<file path="src/rtl/gated_pulse_counter.sv">
// Gated detector-pulse counter for readout.
// Asynchronous detector edges are counted only inside readout gate windows.
// Counts accumulate over a programmed number of windows, and the total is
// presented through a valid/ack handshake.
module gated_pulse_counter #(
    parameter int CNT_W       = 24,
    parameter int REP_W       = 16,
    parameter int SYNC_STAGES = 2
) (
    input  logic             clk,
    input  logic             reset,
    input  logic             det_in,
    input  logic             gate_in,
    input  logic             arm,
    input  logic [REP_W-1:0] reps,
    input  logic             abort,
    output logic             busy,
    output logic             result_valid,
    input  logic             result_ack,
    output logic [CNT_W-1:0] count,
    output logic [REP_W-1:0] gates_seen,
    output logic             overflow
);

    typedef enum logic [1:0] {
        IDLE      = 2'd0,
        WAIT_GATE = 2'd1,
        COUNT     = 2'd2,
        DONE      = 2'd3
    } state_t;

    state_t                 state;
    logic [SYNC_STAGES-1:0] det_sync;
    logic [SYNC_STAGES-1:0] gate_sync;
    logic                   det_s;
    logic                   gate_s;
    logic                   det_s_d;
    logic                   gate_s_d;
    logic                   det_rise;
    logic                   gate_rise;
    logic                   gate_fall;
    logic [REP_W-1:0]       reps_lat;
    logic [REP_W-1:0]       gates_next;
    logic [CNT_W-1:0]       count_next;
    logic                   count_full;

    assign det_s      = det_sync[SYNC_STAGES-1];
    assign gate_s     = gate_sync[SYNC_STAGES-1];
    assign det_rise   = det_s & ~det_s_d;
    assign gate_rise  = gate_s & ~gate_s_d;
    assign gate_fall  = ~gate_s & gate_s_d;
    assign gates_next = gates_seen + {{(REP_W-1){1'b0}}, 1'b1};
    assign count_next = count + {{(CNT_W-1){1'b0}}, 1'b1};
    assign count_full = &count;

    // Synchronizer chains for the asynchronous inputs plus one delay stage for edge detection
    always_ff @(posedge clk) begin
        if (reset) begin
            det_sync  <= '0;
            gate_sync <= '0;
            det_s_d   <= 1'b0;
            gate_s_d  <= 1'b0;
        end else begin
            det_sync  <= {det_sync[SYNC_STAGES-2:0], det_in};
            gate_sync <= {gate_sync[SYNC_STAGES-2:0], gate_in};
            det_s_d   <= det_s;
            gate_s_d  <= gate_s;
        end
    end

    // Acquisition FSM: arm, wait for a fresh window, count inside it, then hold the result until acked
    always_ff @(posedge clk) begin
        if (reset) begin
            state        <= IDLE;
            busy         <= 1'b0;
            result_valid <= 1'b0;
            count        <= '0;
            gates_seen   <= '0;
            overflow     <= 1'b0;
            reps_lat     <= '0;
        end else begin
            case (state)
                IDLE: begin
                    if (arm && (reps != '0)) begin
                        reps_lat   <= reps;
                        count      <= '0;
                        gates_seen <= '0;
                        overflow   <= 1'b0;
                        busy       <= 1'b1;
                        state      <= WAIT_GATE;
                    end
                end
                WAIT_GATE: begin
                    if (abort) begin
                        busy  <= 1'b0;
                        state <= IDLE;
                    end else if (gate_rise) begin
                        state <= COUNT;
                    end
                end
                COUNT: begin
                    if (abort) begin
                        busy  <= 1'b0;
                        state <= IDLE;
                    end else begin
                        if (det_rise && gate_s) begin
                            if (count_full) begin
                                overflow <= 1'b1;
                            end else begin
                                count <= count_next;
                            end
                        end
                        if (gate_fall) begin
                            gates_seen <= gates_next;
                            if (gates_next == reps_lat) begin
                                busy         <= 1'b0;
                                result_valid <= 1'b1;
                                state        <= DONE;
                            end else begin
                                state <= WAIT_GATE;
                            end
                        end
                    end
                end
                DONE: begin
                    if (result_ack && result_valid) begin
                        result_valid <= 1'b0;
                        state        <= IDLE;
                    end
                end
                default: begin
                    state <= IDLE;
                end
            endcase
        end
    end

endmodule

</file>
<file path="config.mk">
export PLATFORM = sky130hd
export DESIGN_NAME = gated_pulse_counter
export DESIGN_NICKNAME = d
export VERILOG_FILES = /design/src/rtl/gated_pulse_counter.sv
export SDC_FILE = /design/constraint.sdc
export NUM_CORES = 1
export LEC_CHECK = 0
export BUFFER_PORTS_ARGS = -buffer_cell sky130_fd_sc_hd__buf_2
export CAP_MARGIN = 20
export CORE_MARGIN = 4
export CORE_UTILIZATION = 60
export CTS_BUF_LIST = sky130_fd_sc_hd__clkbuf_4 sky130_fd_sc_hd__clkbuf_8 sky130_fd_sc_hd__clkbuf_16
export CTS_CLUSTER_SIZE = 16
export DETAILED_ROUTE_END_ITERATION = 7
export GPL_ROUTABILITY_DRIVEN = 0
export PLACE_DENSITY = 0.85
export SYNTH_ARGS = -nofsm -noshare
export SYNTH_HDL_FRONTEND = slang
export SYNTH_SLANG_ARGS = --single-unit
</file>
<file path="constraint.sdc">
create_clock -name clk -period 3.9 [get_ports clk]
set_input_delay 0.78 -clock clk [delete_from_list [all_inputs] [get_ports clk]]
set_output_delay 0.78 -clock clk [all_outputs]
set_load 0.02 [all_outputs]
</file>
---- After elaboration in Yosys (flattened, before gate mapping) ----
Index checks and enable logic that the tools add are counted.
cells by class
  add/sub/neg operators ................... 2
  equality and inequality tests ........... 16
  muxes and demuxes ....................... 33
  bitwise logic cells ..................... 6
  reductions and logical operators ........ 16
operators with widths
  cell                                            count
  2-to-1 mux 24 bit                               4
  2-to-1 mux 16 bit                               3
  one-hot mux 24 bit (2 select lines)             1
  one-hot mux 16 bit (2 select lines)             1
  adder 24 x 1 -> 24 bit (second input constant)  1
  AND reduction 24 bit                            1
  AND reduction 5 bit                             4
  inequality test 2 bit (second input constant)   9
  adder 16 x 1 -> 16 bit (second input constant)  1
  == test 16 bit                                  1
  nonzero test 16 bit                             1
  2-to-1 mux 2 bit                                7
  2-to-1 mux 1 bit                                13
  inequality test 3 bit (second input constant)   3
  one-hot mux 2 bit (4 select lines)              1
  AND reduction 4 bit                             2
  == test 2 bit (second input constant)           2
  one-hot mux 1 bit (2 select lines)              2
  nonzero test 2 bit                              2
  AND 1 bit                                       3
  logical AND 1 bit                               3
  inverter 1 bit                                  3
  one-hot mux 1 bit (3 select lines)              1
  nonzero test 3 bit                              1
  other kinds (3)                                 3
word-level totals
  register bits after elaboration ......... 67
  bits of input ports ..................... 23
  output and inout port bits .............. 43
  logic and storage cells ................. 84

---- Depth between registers and ports, before layout ----
Gate-level depths: netlist (run 1).
  word-level depth ........................ 6
  depth in mapped cells ................... 9
  mapped depth without buffers ............ 9

---- Least setup slack after synthesis (run 1) ----
No wires, ideal clock.
  path kind ............................... register to register
  start point ............................. reg gates_seen[0]
  end point ............................... reg result_valid
  setup time .............................. 0.066 ns
  data arrival time ....................... 2.606 ns
  path slack .............................. 1.228 ns
  cell stages (with the launch flop) ...... 10
  period minus slack after synthesis ...... 2.672 ns
  path through ............................ dfxtp_1 -> ha_1 -> clkbuf_1 -> inv_1 -> nor4_1 -> a31oi_1 -> or4_4 -> a2111oi_2 -> mux2_2 -> a21oi_2
between the ends
  cells in the longest elaborated chain, start to end .. 4
ends and longest elaborated chain
  element                                 RTL line  source
  start: declaration                      21        output logic [REP_W-1:0] gates_seen,
  start signal: assignment                114       gates_seen <= gates_next;
  adder 16 x 1 -> 16 bit                  52        assign gates_next = gates_seen + {{(REP_W-1){1'b0}}, 1'b1};
  == test 16 bit                          115       if (gates_next == reps_lat) begin
  inequality test 2 bit (no source line)  --
  AND reduction 5 bit (no source line)    --
  end signal: assignment                  76        result_valid <= 1'b0;
  end signal: assignment                  117       result_valid <= 1'b1;
  end signal: assignment                  127       result_valid <= 1'b0;
  end: declaration                        18        output logic result_valid,
No other way between the ends.
A chain may end at the register's enable or synchronous reset.

---- Worst setup path in the final report (run 1) ----
  start point ............................. reg state[0]
  end point ............................... reg count[21]
between the ends
  cells in the longest elaborated chain, start to end .. 3
ends and longest elaborated chain
  element                                                                              RTL line  source
  start: declaration                                                                   32        state_t state;
  start signal: assignment                                                             74        state <= IDLE;
  start signal: assignment                                                             90        state <= WAIT_GATE;
  start signal: assignment                                                             96        state <= IDLE;
  == test 2 bit / logical NOT 2 bit (equally long branches)                            82        case (state)
  inequality test 2 bit (no source line) / nonzero test 2 bit (equally long branches)  --
  AND reduction 5 bit (no source line)                                                 --
  end signal: assignment                                                               110       count <= count_next;
  end: declaration                                                                     20        output logic [CNT_W-1:0] count,
Parallel ways exist; a longest one is shown, timed or not.

==> summary.txt, run 1 <==
Setup path
  – Critical Path RT: around 4.2 ns
  – CP endpoint kind: flop
  – Setup Crit Path Kind: reg -> reg
  – Flop2flop setup slack: roughly 0.74 ns
  – Slowest-stage cell, CP: a2111oi_4
  – CP max stage delay: 0.53 ns
  – Critical R2R Launch: state[0]$_SDFFE_PP0P_
  – Worst reg2reg path depth: 9
  – Crit path max fanout: 13
  – RR Endpoint: count[21]$_SDFFE_PP0P_
  – Ordered cell list for the critical path: inv_1, ha_1, nand2b_1, o31ai_1, o21ai_1, a2111oi_4, nand3_1, or3_1, a21oi_1
  – Arrival time at the worst endpoint: approximately 3.4 ns
  – Worst Setup Start Kind: flop

Clock network
  – CTS clock-pin slew for the worst setup and hold paths: approximately 0.080 ns
  – Post-CTS Hold Buffers: 0
  – Sink Count: 67
  – Root Driver: clkbuf_8
  – CTS Buf Count: 9
  – CTS tree: yes
  – Gates resized, CTS repair: 0
  – Setup Fix Bufs, Post-CTS: 0
  – Clk buf depth: 2
  – Clk_lat worst skew: 0.35 ns
  – H-tree levels: 3

STA
  – Peak Freq: approximately 320 MHz
  – Period utilization: between 80% and 90%
  – Max Transition Viols Final: 0
  – TNS Setup: 0 ns
  – Final Hold Vio Count: 0
  – Final setup fails: 0
  – Worst relative slew slack: 52.9%
  – RSZ-0062 raised after global routing: no
  – Slew @ Worst Pin: approximately 0.70 ns
  – Crit path time final: 3.16 ns
  – Post-route clock skew: between 0.008 and 0.009 ns

Synth
  – Asr flop ratio synth: 0%
  – EDFF count, synth: 0
  – Syn_area_per_cell: around 8 um^2
  – Post-synthesis sequential area ratio: roughly 36%
  – Largest cells by area after synthesis: dfxtp_1 36%, a21oi_1 5.4%, nand2_1 5.4%
  – Post-synth top area share: between 30 and 40%
  – Largest area contributor in the synthesized netlist: dfxtp_1
  – Syn_nets: about 490
  – Ys Warns: 0
  – Most frequent cell after synthesis: dfxtp_1
  – Synthesized cell area: 3680 um^2
  – FF+latch count, synth: 67
  – Unique masters post-synth: 64
  – Top_reg_cell synth: dfxtp_1
  – Synth top cells by count: 67 x dfxtp_1, 53 x nand2_1, 40 x a21oi_1, 40 x nor2_1, 30 x nand3_1
  – Syn Inst Count: 460

Floorplanning
  – Core area: between 5000 and 6000 um^2
  – Die W: 86.4 um
  – Num rows: 28
  – Initial Util: about 62%
  – Ports: 66
  – DIE AREA: 7460 um^2
  – Die height: 86.4 um

Layout
  – Design area: about 4200 um^2
  – Layout cell share with drive strength beyond 1: around 20%
  – Area Growth Syn to Fin: 14.9%
  – Final #Nets: roughly 550
  – FILL cells: roughly 490
  – Post-layout util: between 70% and 80%
  – Antenna fix cells: 0

Detailed routing
  – DRC Markers: 0
  – Drt first pass iters: 4
  – Final wirelength: roughly 9200 um
  – Via count: 3,557
  – DR iter-0 viols: 234
  – Per-cell routed wire length: 15.4 um
  – Avg Vias per Cell: just under 6
  – DRT antenna net count: 0

Flow run
  – Max-Cap Viols: 0

Place
  – Number of port buffers: between 60 and 70
  – Detail Placement HPWL: ~6500 um
  – Placed Area: approximately 4000 um^2

Global routing
  – Vias in the first global route: 3,365
  – Pin count of the biggest net entering global routing: 46
  – First-pass GRT wire length: ~15,000 um
  – Grt ovf: 0
  – Antenna violations before repair: 0
  – Overall global routing resource usage: 25.5%

Pwr
  – Tot Pwr: between 1.5 and 2 mW
  – Peak supply drop: 0.000278 V
  – Cell Pwr Density: about 360 nW/um^2
  – Leakage: between 1.5 and 2 nW

Run status
  – Status: finished clean

Hold path
  – Tightest Hold Check Type: reg -> reg
  – Hold_sp: det_sync[0]$_SDFF_PP0_
  – Hold depth: 1
  – WHS Endpoint: det_sync[1]$_SDFF_PP0_
## power breakdown
group / internal (mW) / switching [mW] / total [mW] / leakage, nW
Clock: 0.293 / 0.281 / 0.574 / 0.0950
Sequential: 0.706 / 0.0174 / 0.723 / 0.544
Combinational: 0.0767 / 0.145 / 0.221 / 0.989
Total: 1.08 / 0.443 / 1.52 / 1.63
## worst max path at each step
| stage | from | endpoint | slack, ns | depth (start not counted) |
|---|---|---|---|---|
| 3_3_place_gp | abort | count[21]$_SDFFE_PP0P_ | 0.93 | 8 |
| 2_1_floorplan | gates_seen[0]$_SDFFE_PP0P_ | result_valid$_SDFFE_PP0P_ | 1.23 | 9 |
| 6_report | state[0]$_SDFFE_PP0P_ | count[21]$_SDFFE_PP0P_ | 0.74 | 9 |
| 3_5_place_dp | abort | count[23]$_SDFFE_PP0P_ | 0.87 | 8 |
| 4_1_cts | state[0]$_SDFFE_PP0P_ | count[23]$_SDFFE_PP0P_ | 0.81 | 9 |
| 5_1_grt | state[0]$_SDFFE_PP0P_ | count[21]$_SDFFE_PP0P_ | 0.45 | 9 |
## layout make-up
| cell class | count | area (um^2) | area share (%) |
|---|---|---|---|
| Multi-Input combinational cell | 359 | 2200 | 52.0 |
| Sequential cell | 67 | 1340 | 31.7 |
| Timing Repair Buffer | 70 | 363 | 8.57 |
| Clock buffer | 9 | 124 | 2.93 |
| Tap cell | 75 | 93.8 | 2.22 |
| Clock inverter | 7 | 68.8 | 1.63 |
| Inverter | 11 | 41.3 | 0.975 |
## stage by stage
step                hold slack, ns  setup WS, ns  cells
detailed placement           0.443         0.865    582
global route                 0.474         0.453    598
floorplan                    0.414          1.23    460
global placement             0.418         0.931    582
CTS                          0.460         0.813    598
finish                       0.451         0.742    598
## metal layers
layer / track usage, % / vias to the layer above / wire length, um
met5: 0 / - / 0
met4: 9.35 / 0 / 151
met3: 5.42 / 17 / 629
met2: 41.9 / 153 / 4400
met1: 32.9 / 1644 / 4010
li1: - / 1743 / -
## sequential cells by signal (all words and copies together), names as in the netlist, 2 cells and up
signal / count
det_sync: 2
reps_lat: 16
gates_seen: 16
state: 2
count: 24
gate_sync: 2
## critical path: cells and delay by family, from the launching register on
kind	cells	cell delay [ns]
AO/OA/AOI/OAI	4	1.35
flip-flops	1	0.33
adder cells (fa/ha/maj)	1	0.48
AND/OR/NAND/NOR	3	0.83
buffers and inverters	1	0.10
## cell families after synthesis
| kind of cell | share of synthesized area, % |
|---|---|
| and+or+nand+nor | 31.2 |
| AOI/OAI and AO/OA | 17.6 |
| buffers and inverters | 3.87 |
| xor gates and xnor gates | 8.56 |
| muxes | 0.306 |
| DFF | 36.4 |
| adders and majority gates | 2.04 |
## cells in the final DEF (no fill, tap or decap), types with 2 or more instances in the layout
master,synthesis,routed
dfxtp_1,67,67
buf_2,6,65
nand2_1,53,53
nor2_1,40,40
a21oi_1,40,40
nand3_1,30,30
o21ai_0,23,23
xor2_1,19,19
xnor2_1,17,17
nor3_1,13,13
inv_1,11,11
nor2b_1,10,10
clkbuf_8,0,9
nor4_1,8,8
nand4_1,8,8
nand2b_1,8,8
or3_1,8,8
and3_1,6,6
ha_1,6,6
and2_1,5,5
buf_4,2,5
and4_1,4,4
o21ai_1,4,4
or2_2,4,4
a22oi_1,4,4
a2bb2oi_1,3,3
a2111oi_2,3,3
a211oi_1,3,3
clkinv_2,0,3
o31ai_1,2,2
or4_1,2,2
a22o_1,2,2
o211a_1,2,2
clkinvlp_4,0,2
Power figures use the tool's default switching activity.
==> run 2: changes to the inputs <==
- CORE_UTILIZATION: 60 -> 51
- PLACE_DENSITY: 0.85 -> 0.77
- clock period: 3.9 -> 2.6 ns (I/O delays scaled with it)
==> summary.txt, run 2 (synthesis results as in run 1) <==
STA
  – Final setup fails: 0 (unchanged)
  – RSZ-0062 raised after global routing: yes (was no)
  – Post-route worst setup slack: 0.116 ns (was 0.742 ns)
  – Final Hold Vio Count: 0 (unchanged)
  – Period utilization: 95.6% (was 81.0%)
  – Crit path time final: 2.48 ns (was 3.16 ns)
  – Peak Freq: 403 MHz (was 317 MHz)
  – TNS Setup: 0 ns (unchanged)
  – Worst relative slew slack: 65.6% (was 52.9%)
  – Slew @ Worst Pin: 0.510 ns (was 0.701 ns)
  – Post-route clock skew: 0.0107 ns (was 0.00828 ns)
  – Max Transition Viols Final: 0 (unchanged)

Clock network
  – Clk buf depth: 2 (unchanged)
  – H-tree levels: 3 (unchanged)
  – CTS clock-pin slew for the worst setup and hold paths: 0.07 ns (was 0.08 ns)
  – CTS Buf Count: 9 (unchanged)
  – Sink Count: 67 (unchanged)
  – Root Driver: clkbuf_8 (unchanged)
  – CTS tree: yes (unchanged)
  – Clk_lat worst skew: 0.35 ns (about the same)

Detailed routing
  – Via count: 3,641 (was 3,557)
  – Drt first pass iters: 4 (unchanged)
  – DR iter-0 viols: 188 (was 234)
  – Per-cell routed wire length: 14.9 um (was 15.4 um)
  – Final wirelength: 9570 um (was 9190 um)
  – DRC Markers: 0 (unchanged)
  – DRT antenna net count: 0 (unchanged)
  – Avg Vias per Cell: 5.65 (was 5.95)

Global routing
  – Grt ovf: 0 (unchanged)
  – Vias in the first global route: 3,430 (was 3,365)
  – Overall global routing resource usage: 22.7% (was 25.5%)
  – Antenna violations before repair: 0 (unchanged)
  – First-pass GRT wire length: 15,700 um (was 15,400 um)
  – Pin count of the biggest net entering global routing: 28 (was 46)

Setup path
  – Arrival time at the worst endpoint: 2.77 ns (was 3.43 ns)
  – CP endpoint kind: flop (unchanged)
  – Crit-path leading delay family: simple AND/OR/NAND/NOR gates (was compound AO/OA/AOI/OAI gates)
  – Slowest-stage cell, CP: or4_4 (was a2111oi_4)
  – Worst Setup Start Kind: flop (unchanged)
  – Crit path max fanout: 8 (was 13)
  – CP max stage delay: 0.55 ns (was 0.53 ns)
  – Setup Crit Path Kind: reg -> reg (unchanged)
  – Critical Path RT: 2.88 ns (was 4.18 ns)
  – Flop2flop setup slack: 0.12 ns (was 0.74 ns)
  – Ordered cell list for the critical path: buf_4, and4_1, a21oi_1, nand4b_1, or4_4, a2111oi_2, mux2_2, a21oi_2 (was inv_1, ha_1, nand2b_1, o31ai_1, o21ai_1, a2111oi_4, nand3_1, or3_1, a21oi_1)
  – Worst path bufs/invs: 1 (unchanged)

Layout
  – Commonest non-fill, non-tap cell in the layout: buf_2 (was dfxtp_1)
  – FILL cells: 635 (was 485)
  – Largest regs: count x24, gates_seen x16, reps_lat x16 (unchanged)
  – Most frequent cells in the layout: 65 x buf_2, 64 x dfxtp_1, 53 x nand2_1 (was 67 x dfxtp_1, 65 x buf_2, 53 x nand2_1)
  – Layout cell share with drive strength beyond 1: 25.7% (was 20.3%)
  – Antenna fix cells: 0 (unchanged)
  – Top reg by flops: count (unchanged)
  – Final #Nets: 572 (was 547)
  – Number of flip-flops in the largest register: 24 (unchanged)
  – Area Growth Syn to Fin: 23.0% (was 14.9%)

Floorplanning
  – Num rows: 30 (was 28)
  – Core area: 6910 um^2 (was 5960 um^2)
  – DIE AREA: 8650 um^2 (was 7460 um^2)
  – Die W: 93 um (was 86.4 um)
  – Ports: 66 (unchanged)
  – Die height: 93 um (was 86.4 um)
  – Initial Util: 53.4% (was 61.9%)

Place
  – Setup WS pre-CTS: 0.0427 ns (was 0.865 ns)
  – Detail Placement HPWL: 7090 um (was 6490 um)
  – Number of port buffers: 65 (unchanged)

Hold path
  – Tightest Hold Check Type: in -> reg (was reg -> reg)

Flow run
  – Max-Cap Viols: 0 (unchanged)

Pwr
  – Peak supply drop: 0.000287 V (was 0.000278 V)
  – Cell Pwr Density: 548 nW/um^2 (was 359 nW/um^2)
  – Leakage: 1.78 nW (was 1.63 nW)

Run status
  – Status: finished clean (unchanged)
run 2: final timing paths:
kind,startpoint,endpoint,cells after the start
worst max register to register,gates_seen[2]$_SDFFE_PP0P_,result_valid$_SDFFE_PP0P_,8
worst max-delay path,gates_seen[2]$_SDFFE_PP0P_,result_valid$_SDFFE_PP0P_,8
worst min-delay path,gate_in,gate_sync[0]$_SDFF_PP0_,2
worst min register to register,gate_sync[0]$_SDFF_PP0_,gate_sync[1]$_SDFF_PP0_,1
run 2: report_power, final:
group / internal [mW] / switching (mW)
logic: 0.129 / 0.220
clock network: 0.635 / 0.411
registers: 1.06 / 0.0292
total: 1.82 / 0.660
run 2: stage by stage:
stage	power, mW	area [um^2]	hold WS, ns	std cells	utilization (%)
5_1_grt	2.60	4530	0.388	644	65.6
4_1_cts	2.49	4500	0.371	644	65.1
3_5_place_dp	1.45	4260	0.430	628	61.6
3_3_place_gp	1.44	4260	0.422	628	61.6
6_report	2.48	4530	0.382	644	65.6
2_1_floorplan	1.34	3690	0.414	460	-
run 2: what timing repair did:
item	CTS	global route
setup endpoints to repair	0	3
gates resized for setup	0	9
setup buffers	0	0
hold buffers	0	0
run 2: metal layers:
layer  vias up  part of all wire [%]  global-route usage, %
li1       1796                     -                      -
met3        24                   5.7                   5.39
met1      1727                    41                   25.9
met2        94                    50                   39.1
met5         -                     0                      0
met4         0                   2.7                   12.2
run 2: area by class of cell:
class | count | area [um^2] | share of cell area [%]
tap | 96 | 120 | 2.65
sequential | 67 | 1350 | 29.7
clock inverter | 7 | 116 | 2.57
timing repair buffer | 95 | 551 | 12.1
multi-input combinational | 359 | 2240 | 49.3
inverter | 11 | 41.3 | 0.911
clock buffer | 9 | 124 | 2.73
